===== config.mk =====
export PLATFORM = sky130hd
export DESIGN_NAME = coco_uart_tx
export DESIGN_NICKNAME = d
export VERILOG_FILES = /design/src/rtl/coco_uart_tx.sv
export SDC_FILE = /design/constraint.sdc
export NUM_CORES = 1
export LEC_CHECK = 0
export CAP_MARGIN = 10
export CORE_MARGIN = 1
export CORE_UTILIZATION = 56
export DETAILED_ROUTE_END_ITERATION = 8
export GPL_TIMING_DRIVEN = 0
export PLACE_DENSITY = 0.83
export SLEW_MARGIN = 20
export SYNTH_ARGS = -nofsm -noshare
export SYNTH_HDL_FRONTEND = slang
export SYNTH_SLANG_ARGS = --single-unit

===== constraint.sdc =====
create_clock -name clk -period 5.2 [get_ports clk]
set_input_delay 0.78 -clock clk [delete_from_list [all_inputs] [get_ports clk]]
set_output_delay 0.78 -clock clk [all_outputs]
set_load 0.02 [all_outputs]

===== src/rtl/coco_uart_tx.sv =====
// coco_uart_tx: memory-mapped 8N1 UART transmitter.
// It has a small transmit FIFO, a programmable bit period and a frame-done interrupt.
module coco_uart_tx #(
   parameter int unsigned FIFO_DEPTH = 4,
   parameter logic [15:0] DIV_RESET  = 16'd10
) (
   input  logic        clk,
   input  logic        rst_n,
   input  logic [3:2]  DevAddr,
   input  logic        WE,
   input  logic [31:0] WD,
   output logic [31:0] RD,
   output logic        Irq,
   output logic        txd
);

   localparam int unsigned PtrW = (FIFO_DEPTH > 1) ? $clog2(FIFO_DEPTH) : 1;
   localparam int unsigned CntW = PtrW + 1;

   localparam logic [1:0] AddrCtrl   = 2'd0;
   localparam logic [1:0] AddrBaud   = 2'd1;
   localparam logic [1:0] AddrTxData = 2'd2;
   localparam logic [1:0] AddrStatus = 2'd3;

   typedef enum logic [1:0] {StIdle, StStart, StData, StStop} state_e;

   // Registers
   logic            en_q, im_q;
   logic [15:0]     baud_q;
   logic            pend_q, pend_d;
   logic            ovf_q, ovf_d;
   logic [7:0]      mem_q [FIFO_DEPTH];
   logic [PtrW-1:0] wr_ptr_q, rd_ptr_q;
   logic [CntW-1:0] count_q, count_d;

   state_e          state_q, state_d;
   logic [15:0]     clk_cnt_q, clk_cnt_d;
   logic [15:0]     period_q, period_d;
   logic [2:0]      bit_cnt_q, bit_cnt_d;
   logic [7:0]      shift_q, shift_d;

   // Decode and FIFO status
   logic wr_ctrl, wr_baud, wr_txdata, wr_status;
   logic full, empty, push, pop, frame_done, bit_end;
   logic [15:0] baud_eff;
   logic unused_wd;

   assign wr_ctrl   = WE && (DevAddr == AddrCtrl);
   assign wr_baud   = WE && (DevAddr == AddrBaud);
   assign wr_txdata = WE && (DevAddr == AddrTxData);
   assign wr_status = WE && (DevAddr == AddrStatus);

   assign full      = (count_q == CntW'(FIFO_DEPTH));
   assign empty     = (count_q == '0);
   assign push      = wr_txdata && !full;
   assign baud_eff  = (baud_q == 16'd0) ? 16'd1 : baud_q;
   assign bit_end   = (clk_cnt_q == period_q - 16'd1);
   assign unused_wd = ^WD[31:16];

   // Control and divisor registers
   always_ff @(posedge clk or negedge rst_n) begin
      if (!rst_n) begin
         en_q   <= 1'b0;
         im_q   <= 1'b0;
         baud_q <= DIV_RESET;
      end else begin
         if (wr_ctrl) begin
            en_q <= WD[0];
            im_q <= WD[3];
         end
         if (wr_baud) begin
            baud_q <= WD[15:0];
         end
      end
   end

   // Sticky status flags; a set wins over a simultaneous write-1-to-clear
   always_comb begin
      pend_d = pend_q;
      ovf_d  = ovf_q;
      if (wr_status && WD[5]) pend_d = 1'b0;
      if (wr_status && WD[6]) ovf_d  = 1'b0;
      if (frame_done && empty) pend_d = 1'b1;
      if (wr_txdata && full)   ovf_d  = 1'b1;
   end

   // Status flag registers
   always_ff @(posedge clk or negedge rst_n) begin
      if (!rst_n) begin
         pend_q <= 1'b0;
         ovf_q  <= 1'b0;
      end else begin
         pend_q <= pend_d;
         ovf_q  <= ovf_d;
      end
   end

   // FIFO storage; contents need no reset since count guards every read
   always_ff @(posedge clk) begin
      if (push) begin
         mem_q[wr_ptr_q] <= WD[7:0];
      end
   end

   // FIFO occupancy: a same-edge push and pop leaves the count unchanged
   always_comb begin
      count_d = count_q;
      unique case ({push, pop})
         2'b10:   count_d = count_q + CntW'(1);
         2'b01:   count_d = count_q - CntW'(1);
         default: count_d = count_q;
      endcase
   end

   // FIFO pointers and count
   always_ff @(posedge clk or negedge rst_n) begin
      if (!rst_n) begin
         wr_ptr_q <= '0;
         rd_ptr_q <= '0;
         count_q  <= '0;
      end else begin
         if (push) wr_ptr_q <= wr_ptr_q + PtrW'(1);
         if (pop)  rd_ptr_q <= rd_ptr_q + PtrW'(1);
         count_q <= count_d;
      end
   end

   // Transmit FSM next state: frame start pops the head and latches the bit period
   always_comb begin
      state_d    = state_q;
      clk_cnt_d  = clk_cnt_q;
      period_d   = period_q;
      bit_cnt_d  = bit_cnt_q;
      shift_d    = shift_q;
      pop        = 1'b0;
      frame_done = 1'b0;
      case (state_q)
         StIdle: begin
            if (en_q && !empty) begin
               pop       = 1'b1;
               state_d   = StStart;
               clk_cnt_d = 16'd0;
               period_d  = baud_eff;
               shift_d   = mem_q[rd_ptr_q];
            end
         end
         StStart: begin
            if (bit_end) begin
               state_d   = StData;
               clk_cnt_d = 16'd0;
               bit_cnt_d = 3'd0;
            end else begin
               clk_cnt_d = clk_cnt_q + 16'd1;
            end
         end
         StData: begin
            if (bit_end) begin
               clk_cnt_d = 16'd0;
               shift_d   = shift_q >> 1;
               if (bit_cnt_q == 3'd7) begin
                  state_d = StStop;
               end else begin
                  bit_cnt_d = bit_cnt_q + 3'd1;
               end
            end else begin
               clk_cnt_d = clk_cnt_q + 16'd1;
            end
         end
         StStop: begin
            if (bit_end) begin
               frame_done = 1'b1;
               clk_cnt_d  = 16'd0;
               // Back-to-back frames skip IDLE entirely
               if (en_q && !empty) begin
                  pop      = 1'b1;
                  state_d  = StStart;
                  period_d = baud_eff;
                  shift_d  = mem_q[rd_ptr_q];
               end else begin
                  state_d = StIdle;
               end
            end else begin
               clk_cnt_d = clk_cnt_q + 16'd1;
            end
         end
         default: state_d = StIdle;
      endcase
   end

   // Transmit FSM state register
   always_ff @(posedge clk or negedge rst_n) begin
      if (!rst_n) begin
         state_q   <= StIdle;
         clk_cnt_q <= 16'd0;
         period_q  <= 16'd1;
         bit_cnt_q <= 3'd0;
         shift_q   <= 8'd0;
      end else begin
         state_q   <= state_d;
         clk_cnt_q <= clk_cnt_d;
         period_q  <= period_d;
         bit_cnt_q <= bit_cnt_d;
         shift_q   <= shift_d;
      end
   end

   // Serial line decoded from registered state, so reset forces it high at once
   always_comb begin
      txd = 1'b1;
      case (state_q)
         StStart: txd = 1'b0;
         StData:  txd = shift_q[0];
         default: txd = 1'b1;
      endcase
   end

   assign Irq = pend_q & im_q;

   // Register read mux
   always_comb begin
      RD = 32'd0;
      case (DevAddr)
         AddrCtrl:   RD = {28'd0, im_q, 2'b00, en_q};
         AddrBaud:   RD = {16'd0, baud_q};
         AddrTxData: RD = 32'd0;
         AddrStatus: RD = {23'd0, empty, full, ovf_q, pend_q, (state_q != StIdle),
                           4'(count_q)};
         default:    RD = 32'd0;
      endcase
   end

endmodule


After elaboration in Yosys (flattened, before gate mapping)

Memory sizes are Yosys's and may differ from the RTL's.
Index checks and enable logic that the tools add are counted.

Flip-flop bits (word level): 72
Bits in latches: 0
Bits in writable memories: 32
Bits in read-only memories: 0
Input bits: 37
Word-level logic and storage cells: 103
Memories kept: 1

Memories:

| name  | depth | width | rd ports | clocked after Yosys merged registers in | write ports | RTL line | RTL |
|---|---|---|---|---|---|---|---|
| mem_q | 4     | 8     | 1        | 0                                       | 1           | 32       | `logic [7:0] mem_q [FIFO_DEPTH];` |

Add/subtract/negate cells: 7
Multiply operators: 0
Divide/modulo/power cells: 0
Order comparisons: 0
Equality and inequality tests: 17
Shifts and indexed selects: 0
Muxes and demuxes: 36
Bitwise gates (word level): 1
Reductions and logical operators: 28

Operators with widths:

| operator              | number |
|---|---|
| $pmux 32 s4           | 1 |
| $mux 16               | 5 |
| $pmux 16 s2           | 2 |
| $mux 8                | 3 |
| $pmux 8 s3            | 1 |
| $add 16x1->16 const B | 1 |
| $eq 16x16->1          | 1 |
| $logic_not 16->1      | 1 |
| $sub 16x1->16 const B | 1 |
| $ne 2x2->1 const B    | 6 |
| $pmux 3 s2            | 2 |
| $reduce_bool 2->1     | 6 |
| $mux 1                | 11 |
| $eq 2x2->1 const B    | 5 |
| $logic_and 1x1->1     | 10 |
| $mux 2                | 5 |
| $mux 3                | 3 |
| $pmux 2 s4            | 1 |
| $add 3x1->3 const B   | 2 |
| $eq 2x1->1 const B    | 3 |
| $eq 3x3->1 const B    | 2 |
| $reduce_and 5->1      | 1 |
| $add 2x1->2 const B   | 2 |
| $logic_not 2->1       | 2 |
| other kinds (10)      | 12 |

Longest topological paths before layout

Depth in word-level cells: 8
Depth in mapped cells: 15
Gate-level depth less buffers: 14

Worst setup path before layout

Ideal clock, no wire load.

Path kind: reg2reg
Start point: register period_q[0]
End point: register count_q[2]
Setup time: 0.079 ns
Data arrival time: 3.661 ns
Data required time: 5.121 ns
Path slack: 1.460 ns
Cell stages (with the launch flop): 16
Path buffers: 1
Period minus slack after synthesis: 3.740 ns
Cell sequence: dfstp_2 inv_1 ha_1 clkbuf_2 o21ba_2 a221o_1 a32o_1 a2111oi_4 a41oi_1 nor3_1 ha_1 inv_1 fa_1 xor2_1 nor2_1 xor2_1

Longest elaborated chain between the ends: 6

Ends and longest elaborated chain:

| item                                                   | RTL line | RTL |
|---|---|---|
| start: declaration                                     | 38       | `logic [15:0] period_q, period_d;` |
| start signal: assignment                               | 201      | `period_q <= period_d;` |
| $sub 16x1->16 *                                        | 57       | `assign bit_end = (clk_cnt_q == period_q - 16'd1);` |
| $eq 16x16->1 *                                         | 57       |  |
| $mux 1 *                                               | 170      | `if (bit_end) begin` |
| $pmux 1 s2 *                                           | 137      | `case (state_q)` |
| via pop                                                | 44       | `logic full, empty, push, pop, frame_done, bit_end;` |
| $eq 2x1->1 / $eq 2x2->1 (equally long branches)        | 108      | `unique case ({push, pop})` |
| $pmux 3 s2 / $reduce_bool 2->1 (equally long branches) | -        |  |
| end signal: assignment                                 | 124      | `count_q <= count_d;` |
| end: declaration                                       | 34       | `logic [CntW-1:0] count_q, count_d;` |

The timed path passes the listed nets; every way through them passes the cells marked *.
A chain may end at the register's enable or synchronous reset.

Worst setup path after layout

Same ends and word-level chain as after synthesis.

==> run_results.csv <==
group,metric,value,unit
sta,hold_viol_final,0,
placement,postPlaceCellArea,6337,um^2
sta,setup_violations,0,
placement,hpwl,8322,um
synth,yosys-top-cells-count,"69 x dfrtp_1, 45 x nand2_1, 32 x edfxtp_1, 27 x mux2_2, 24 x inv_1",
sta,fin_setup_tns,0,ns
sta,worst_pin_slew,0.7677,ns
worst_setup_path,cp-end-kind,"flip-flop",
sta,min_period,4.334,ns
worst_setup_path,critPathLaunchType,"flip-flop",
worst_setup_path,critical_path_arrival,4.66,ns
routing,ant_nets,0,
routing,wl,11130,um
synth,synth-seq-cells,104,
clock_network,post_cts_buffers,0,
worst_setup_path,r2r_cells,15,
cells_and_area,drive_above_1_share,20.33,%
die,die_h,103.1,um
power,powerDensity,482.9,nW/um^2
hold_path,min_path_type,"in2async",
cells_and_area,syn_to_final_growth,14.38,%
die,io_pins,71,
clock_network,numClockSinks,104,
synth,synth.top_cells.by_area,"dfrtp_1 30%, edfxtp_1 17%, mux2_2 5.3%",
synth,synthArstFlopShare,69.23,%
die,core_area,9864,um^2
global_routing,grt_max_degree,40,
synth,synth_flop_cell,"dfrtp_1",
synth,synth_largest_area_cell,"dfrtp_1",
cells_and_area,stdcell_area,6550,um^2
synth,synth_top_cell_area_share,30.15,%
sta,min_period_over_period,83.34,%
die,chipWidth,103.1,um
power,internal_power,1.936,mW
worst_setup_path,r2r_start,"period_q[0]",
routing,num_vias,3851,
clock_network,cts_root_buf,"clkbuf_8",
sta,rsz0062_at_grt,"false",
clock_network,tritoncts,"yes",
synth,ys_warn_count,0,
power,leakage,2.732,nW
synth,syn-cell-area,5727,um^2
outcome,run_status,"complete, no violations",
cells_and_area,antenna_cells,0,
clock_network,clk_pin_slew,0.12,ns
routing,routedWlPerCell,16.40,um
routing,viasPerCell,5.672,
routing,drc,0,
die,design.die.area,10630,um^2
synth,syn_area_per_cell,12.01,um^2
cells_and_area,final_net_count,592,
clock_network,cts_buffer_depth,2,
clock_network,numCtsBuffers,9,
power,ir_drop,230.7,uV
cells_and_area,n_fill_cell,705,
clock_network,clk_latency,0.39,ns
placement,port_buffers,37,
die,start_util,58.05,%
sta,fmax,0.2308,GHz
clock_network,cts_resized,0,
power,seqPwrFrac,39.1,%
clock_network,cts_hold_buf,0,
synth,yosys.cell_count.top_type,"dfrtp_1",
global_routing,grt_overflow_total,0,
power,clkPwrFrac,16.3,%
die,rows,36,
worst_setup_path,cp_max_fo,7,
power,switchingPower,1.227,mW
placement,gp_congestion,0.8692,
routing,detail_route.first_pass.iterations,5,
power,switching_share,38.80,%
worst_setup_path,critPathRequiredTime,5.53,ns
routing,drt_iter0_drc,192,
synth,synth_edf_count,32,
global_routing,grt_pass1_vias,3788,
sta,slew_violations,0,
flow_run,maxCapViolations,0,
synth,synth_cells,477,
sta,slew_headroom,48.82,%
global_routing,grt_usage,23.37,%
sta,fin_worst_skew,0.01975,ns
global_routing,grt_antenna_before_repair,0,
worst_setup_path,r2r_end,"count_q[2]",
worst_setup_path,r2r_setup_slack,0.87,ns
power,p_comb_share,44.6,%
clock_network,cts_htree_levels,3,
global_routing,grt_pass1_wl,18600,um
synth,ys_seq_area_share,48.31,%
worst_setup_path,worstSetupPathType,"reg2reg",
synth,synth_cell_types,67,
==> critical path, stage by stage, from the launching register on <==
cell	delay, ns
dfstp_2	0.59
inv_1	0.07
ha_1	0.19
clkbuf_2	0.16
o21ba_2	0.22
a221o_1	0.35
a32o_1	0.24
a2111oi_4	0.58
a41oi_1	0.26
nor3_1	0.49
ha_1	0.28
inv_1	0.06
fa_1	0.37
xor2_1	0.15
nor2_1	0.11
xor2_1	0.14
==> layout make-up <==
type,count,area (um^2),area share [%]
sequential,104,2766,42.23
clock inverter,7,88.84,1.356
clock buffer,9,123.9,1.891
timing repair buffer,38,387.9,5.922
multi-input combinational,330,2711,41.39
buffer,34,215.2,3.286
tap,133,166.4,2.541
inverter,24,90.09,1.375
==> worst max path at each step <==
stage / from / to / slack [ns]
finish: period_q[0] / count_q[2] / 0.87
global route: period_q[0] / count_q[2] / 0.60
CTS: period_q[0] / count_q[2] / 0.89
detailed placement: period_q[0] / count_q[2] / 0.90
global placement: rst_n / wr_ptr_q[1] / 0.94
floorplan: period_q[0] / count_q[2] / 1.46
==> power groups by stage <==
stage                     Combinational (mW)  Clock (mW)  Sequential (mW)
after floorplan                         1.12           0             1.18
after global routing                    1.55       0.556             1.26
final                                   1.41       0.515             1.24
after CTS                               1.41       0.522             1.23
after global placement                  1.35           0             1.24
after detailed placement                1.41           0             1.25
==> cells by family (layout without fill, tap and decap cells) <==
group	after synthesis	in the layout	synth area share, %
AOI/OAI and AO/OA	56	56	8.412
xor gates and xnor gates	25	25	4.086
adders and majority gates	14	14	3.190
buffers and inverters	58	112	5.331
DFF	104	104	48.31
muxes	74	74	16.71
other	1	16	0.06548
and+or+nand+nor	145	145	13.90
==> metrics by stage <==
stage / worst slack, ns / power (mW) / utilization (%) / cells / hold WS, ns
3_3_place_gp: 0.9373 / 2.591 / 64.07 / 662 / 0.4915
5_1_grt: 0.5952 / 3.369 / 66.40 / 679 / 0.3434
2_1_floorplan: 1.460 / 2.308 / - / 492 / 0.4685
6_report: 0.8664 / 3.163 / 66.40 / 679 / 0.3310
4_1_cts: 0.8886 / 3.171 / 66.40 / 679 / 0.3330
3_5_place_dp: 0.9025 / 2.660 / 64.24 / 663 / 0.4948
==> sequential cells by signal (all words and copies together), names as in the netlist <==
name	flops
wr_ptr_q	2
im_q	1
pend_q	1
bit_cnt_q	3
baud_q	16
ovf_q	1
period_q	16
mem_q	32
state_q	2
rd_ptr_q	2
en_q	1
clk_cnt_q	16
count_q	3
shift_q	8
==> metal layers <==
metal,track usage [%],wire length [um],vias up,part of all wire (%)
li1,-,-,1812,-
met1,31.62,4966,1894,45
met2,37.74,5392,126,48
met3,4.949,589,19,5.3
met4,7.909,186,0,1.7
met5,0,0,-,0
==> layout by cell type (no fill, tap or decap), types with 9 or more instances in the layout <==
| cell type | count |
|---|---|
| edfxtp_1 | 32 |
| xnor2_1 | 13 |
| o21ai_0 | 10 |
| buf_4 | 17 |
| clkbuf_8 | 9 |
| mux2i_1 | 21 |
| mux2_2 | 27 |
| ha_1 | 13 |
| nor2_1 | 14 |
| inv_1 | 24 |
| nand3_1 | 9 |
| xor2_1 | 11 |
| mux2_4 | 16 |
| and2_1 | 20 |
| clkdlybuf4s50_1 | 36 |
| clkbuf_1 | 13 |
| dfrtp_1 | 69 |
| nor3_1 | 9 |
| nand2_1 | 45 |
| conb_1 | 16 |
(Power assumes the default switching activity.)
==> edit, RTL diff (same flow settings) <==
Make the reset (`rst_n`) synchronous in 4 clocked blocks.
--- a/src/rtl/coco_uart_tx.sv
+++ b/src/rtl/coco_uart_tx.sv
@@ -58,7 +58,7 @@
    assign unused_wd = ^WD[31:16];
 
    // Control and divisor registers
-   always_ff @(posedge clk or negedge rst_n) begin
+   always_ff @(posedge clk) begin
       if (!rst_n) begin
          en_q   <= 1'b0;
          im_q   <= 1'b0;
@@ -85,7 +85,7 @@
    end
 
    // Status flag registers
-   always_ff @(posedge clk or negedge rst_n) begin
+   always_ff @(posedge clk) begin
       if (!rst_n) begin
          pend_q <= 1'b0;
          ovf_q  <= 1'b0;
@@ -113,7 +113,7 @@
    end
 
    // FIFO pointers and count
-   always_ff @(posedge clk or negedge rst_n) begin
+   always_ff @(posedge clk) begin
       if (!rst_n) begin
          wr_ptr_q <= '0;
          rd_ptr_q <= '0;
@@ -188,7 +188,7 @@
    end
 
    // Transmit FSM state register
-   always_ff @(posedge clk or negedge rst_n) begin
+   always_ff @(posedge clk) begin
       if (!rst_n) begin
          state_q   <= StIdle;
          clk_cnt_q <= 16'd0;
Check against the original RTL: differs if rst_n is asserted again (counterexample within 4 cycles, from zero or initial values and one cycle with rst_n low); with rst_n held inactive, the same outputs for 4 cycles.
==> edit against the unedited design <==
Critical path depth is 3 lower; setup slack better by 0.20 ns; highest routed layer unchanged; area after synthesis is 0.48% higher; critical path type unchanged; wire length is 27% higher; synthesized cell count is 29% higher; cell area hardly changed; largest cell class is now multi-input combinational cells; maximum frequency is 4.9% higher; sequential cell count is 2 higher.
Power is not compared: it rests on default switching activity, and its combinational part moved more than twofold at a synthesized area within 25%.
==> edit: results <==
export IMPL_status="finished, final reports clean"
export IMPL_synth_fa_ha_area_share_pct=3.39
export IMPL_route_detailed_vias_per_inst=6.00
export IMPL_cpPeakStageDelay_ns=0.55
export IMPL_synth_edf_count=32
export IMPL_type_of_the_tightest_min_delay_check="reg -> reg"
export IMPL_ys_warn_count=0
export IMPL_synth_cells=615
export IMPL_clock_power_share_pct=34.9
export IMPL_layout_drive_gt1_share_pct=9.53
export IMPL_worst_endpoint_arrival_ns=4.45
export IMPL_grt_overflow=0
export IMPL_critical_path_peak_fanout=6
export IMPL_global_route_wire_length_before_repair_um=22600
export IMPL_synth_mux_area_share_pct=9.81
export IMPL_final_cells=815
export IMPL_synth_compound_area_share_pct=13.1
export IMPL_layout_nets=729
export IMPL_grt_use_total_pct=28.1
export IMPL_grt_max_degree=23
export IMPL_max_vdd_ir_drop_mv=0.181
export IMPL_postSynth_asyncResetShare_pct=0
export IMPL_cts_setup_buffers=0
export IMPL_yosysUniqueCellTypes=65
export IMPL_cts_made_buffers=9
export IMPL_dp_final_hpwl_um=10400
export IMPL_largest_register_by_flop_count="mem_q"
export IMPL_largest_register_ffs=32
export IMPL_antenna_found_initial=0
export IMPL_maxSlewHeadroom_pct=39.1
export IMPL_fillers=766
export IMPL_fin_worst_skew_ns=0.0119
export IMPL_synthTopCellsByCount="nand2_1, dfxtp_1, a21oi_1"
export IMPL_synth_area_leaders="dfxtp_1, edfxtp_1, mux2i_1"
export IMPL_netSwitchingPower_uw=427
export IMPL_crit_family="simple AND/OR/NAND/NOR gates"
export IMPL_drtPass1Iterations=5
export IMPL_dr_first_iter_drc_count=371
export IMPL_place_congestion=0.909
export IMPL_wl_um=14100
export IMPL_post_place_cells=799
export IMPL_yosysSeqAreaShare_pct=42.4
export IMPL_yosys_area_share_xor_xnor_pct=3.46
export IMPL_via_count_of_the_first_global_routing_pass=4680
export IMPL_cpMaxStageDelayCell="nor4_2"
export IMPL_deepest_level_of_the_cts_h_tree=3
export IMPL_post_cts_resized=0
export IMPL_cts_clk_slew_worst_paths_ns=0.12
export IMPL_io_buffers=36
## edit: metrics by stage
stage / setup WS (ns) / area (um^2)
finish: 1.07 / 6550
CTS: 1.17 / 6550
detailed placement: 1.21 / 6340
global route: 0.883 / 6550
floorplan: 1.92 / 5810
global placement: 1.36 / 6340
## edit: cells by family after synthesis
group | after synthesis
other cells | 1
compound gates | 112
xor+xnor | 21
flops | 106
buf+inv | 81
fa+ha+maj | 15
mux | 46
simple gates | 233
## edit: worst register-to-register path, stage by stage (launching register included)
cell and delay (ns):
dfxtp_1 0.41, nor4_2 0.55, nand3_1 0.25, mux2_2 0.32
mux2i_1 0.55, a41oi_1 0.39, nor2_1 0.32, ha_1 0.24
inv_1 0.06, fa_1 0.37, xor2_1 0.16, or3_1 0.30
a21oi_1 0.15
## edit: layout make-up
class | count | area (um^2) | share of cell area [%]
Multi-Input combinational cell | 443 | 2950 | 45.1
Timing Repair Buffer | 36 | 360 | 5.51
Clock buffer | 9 | 124 | 1.89
Inverter | 30 | 113 | 1.72
Sequential cell | 106 | 2440 | 37.3
Buffer | 51 | 305 | 4.66
Tap cell | 133 | 166 | 2.54
Clock inverter | 7 | 83.8 | 1.28
## edit: worst paths after layout
check / endpoint / cells after the start / startpoint / slack, ns
setup / recovery: count_q[2] / 12 / period_q[3] / 1.07
hold / removal: shift_q[6] / 2 / shift_q[6] / 0.48
setup reg to reg: count_q[2] / 12 / period_q[3] / 1.07
hold reg to reg: shift_q[6] / 2 / shift_q[6] / 0.48
## edit: metal layers
layer  GRT usage (%)  routed length [um]  vias up
li1                -                   -     2283
met1            33.5                5680     2343
met2            49.3                7090      228
met3            5.04                 909       35
met4            13.2                 411        0
met5               0                   0        -
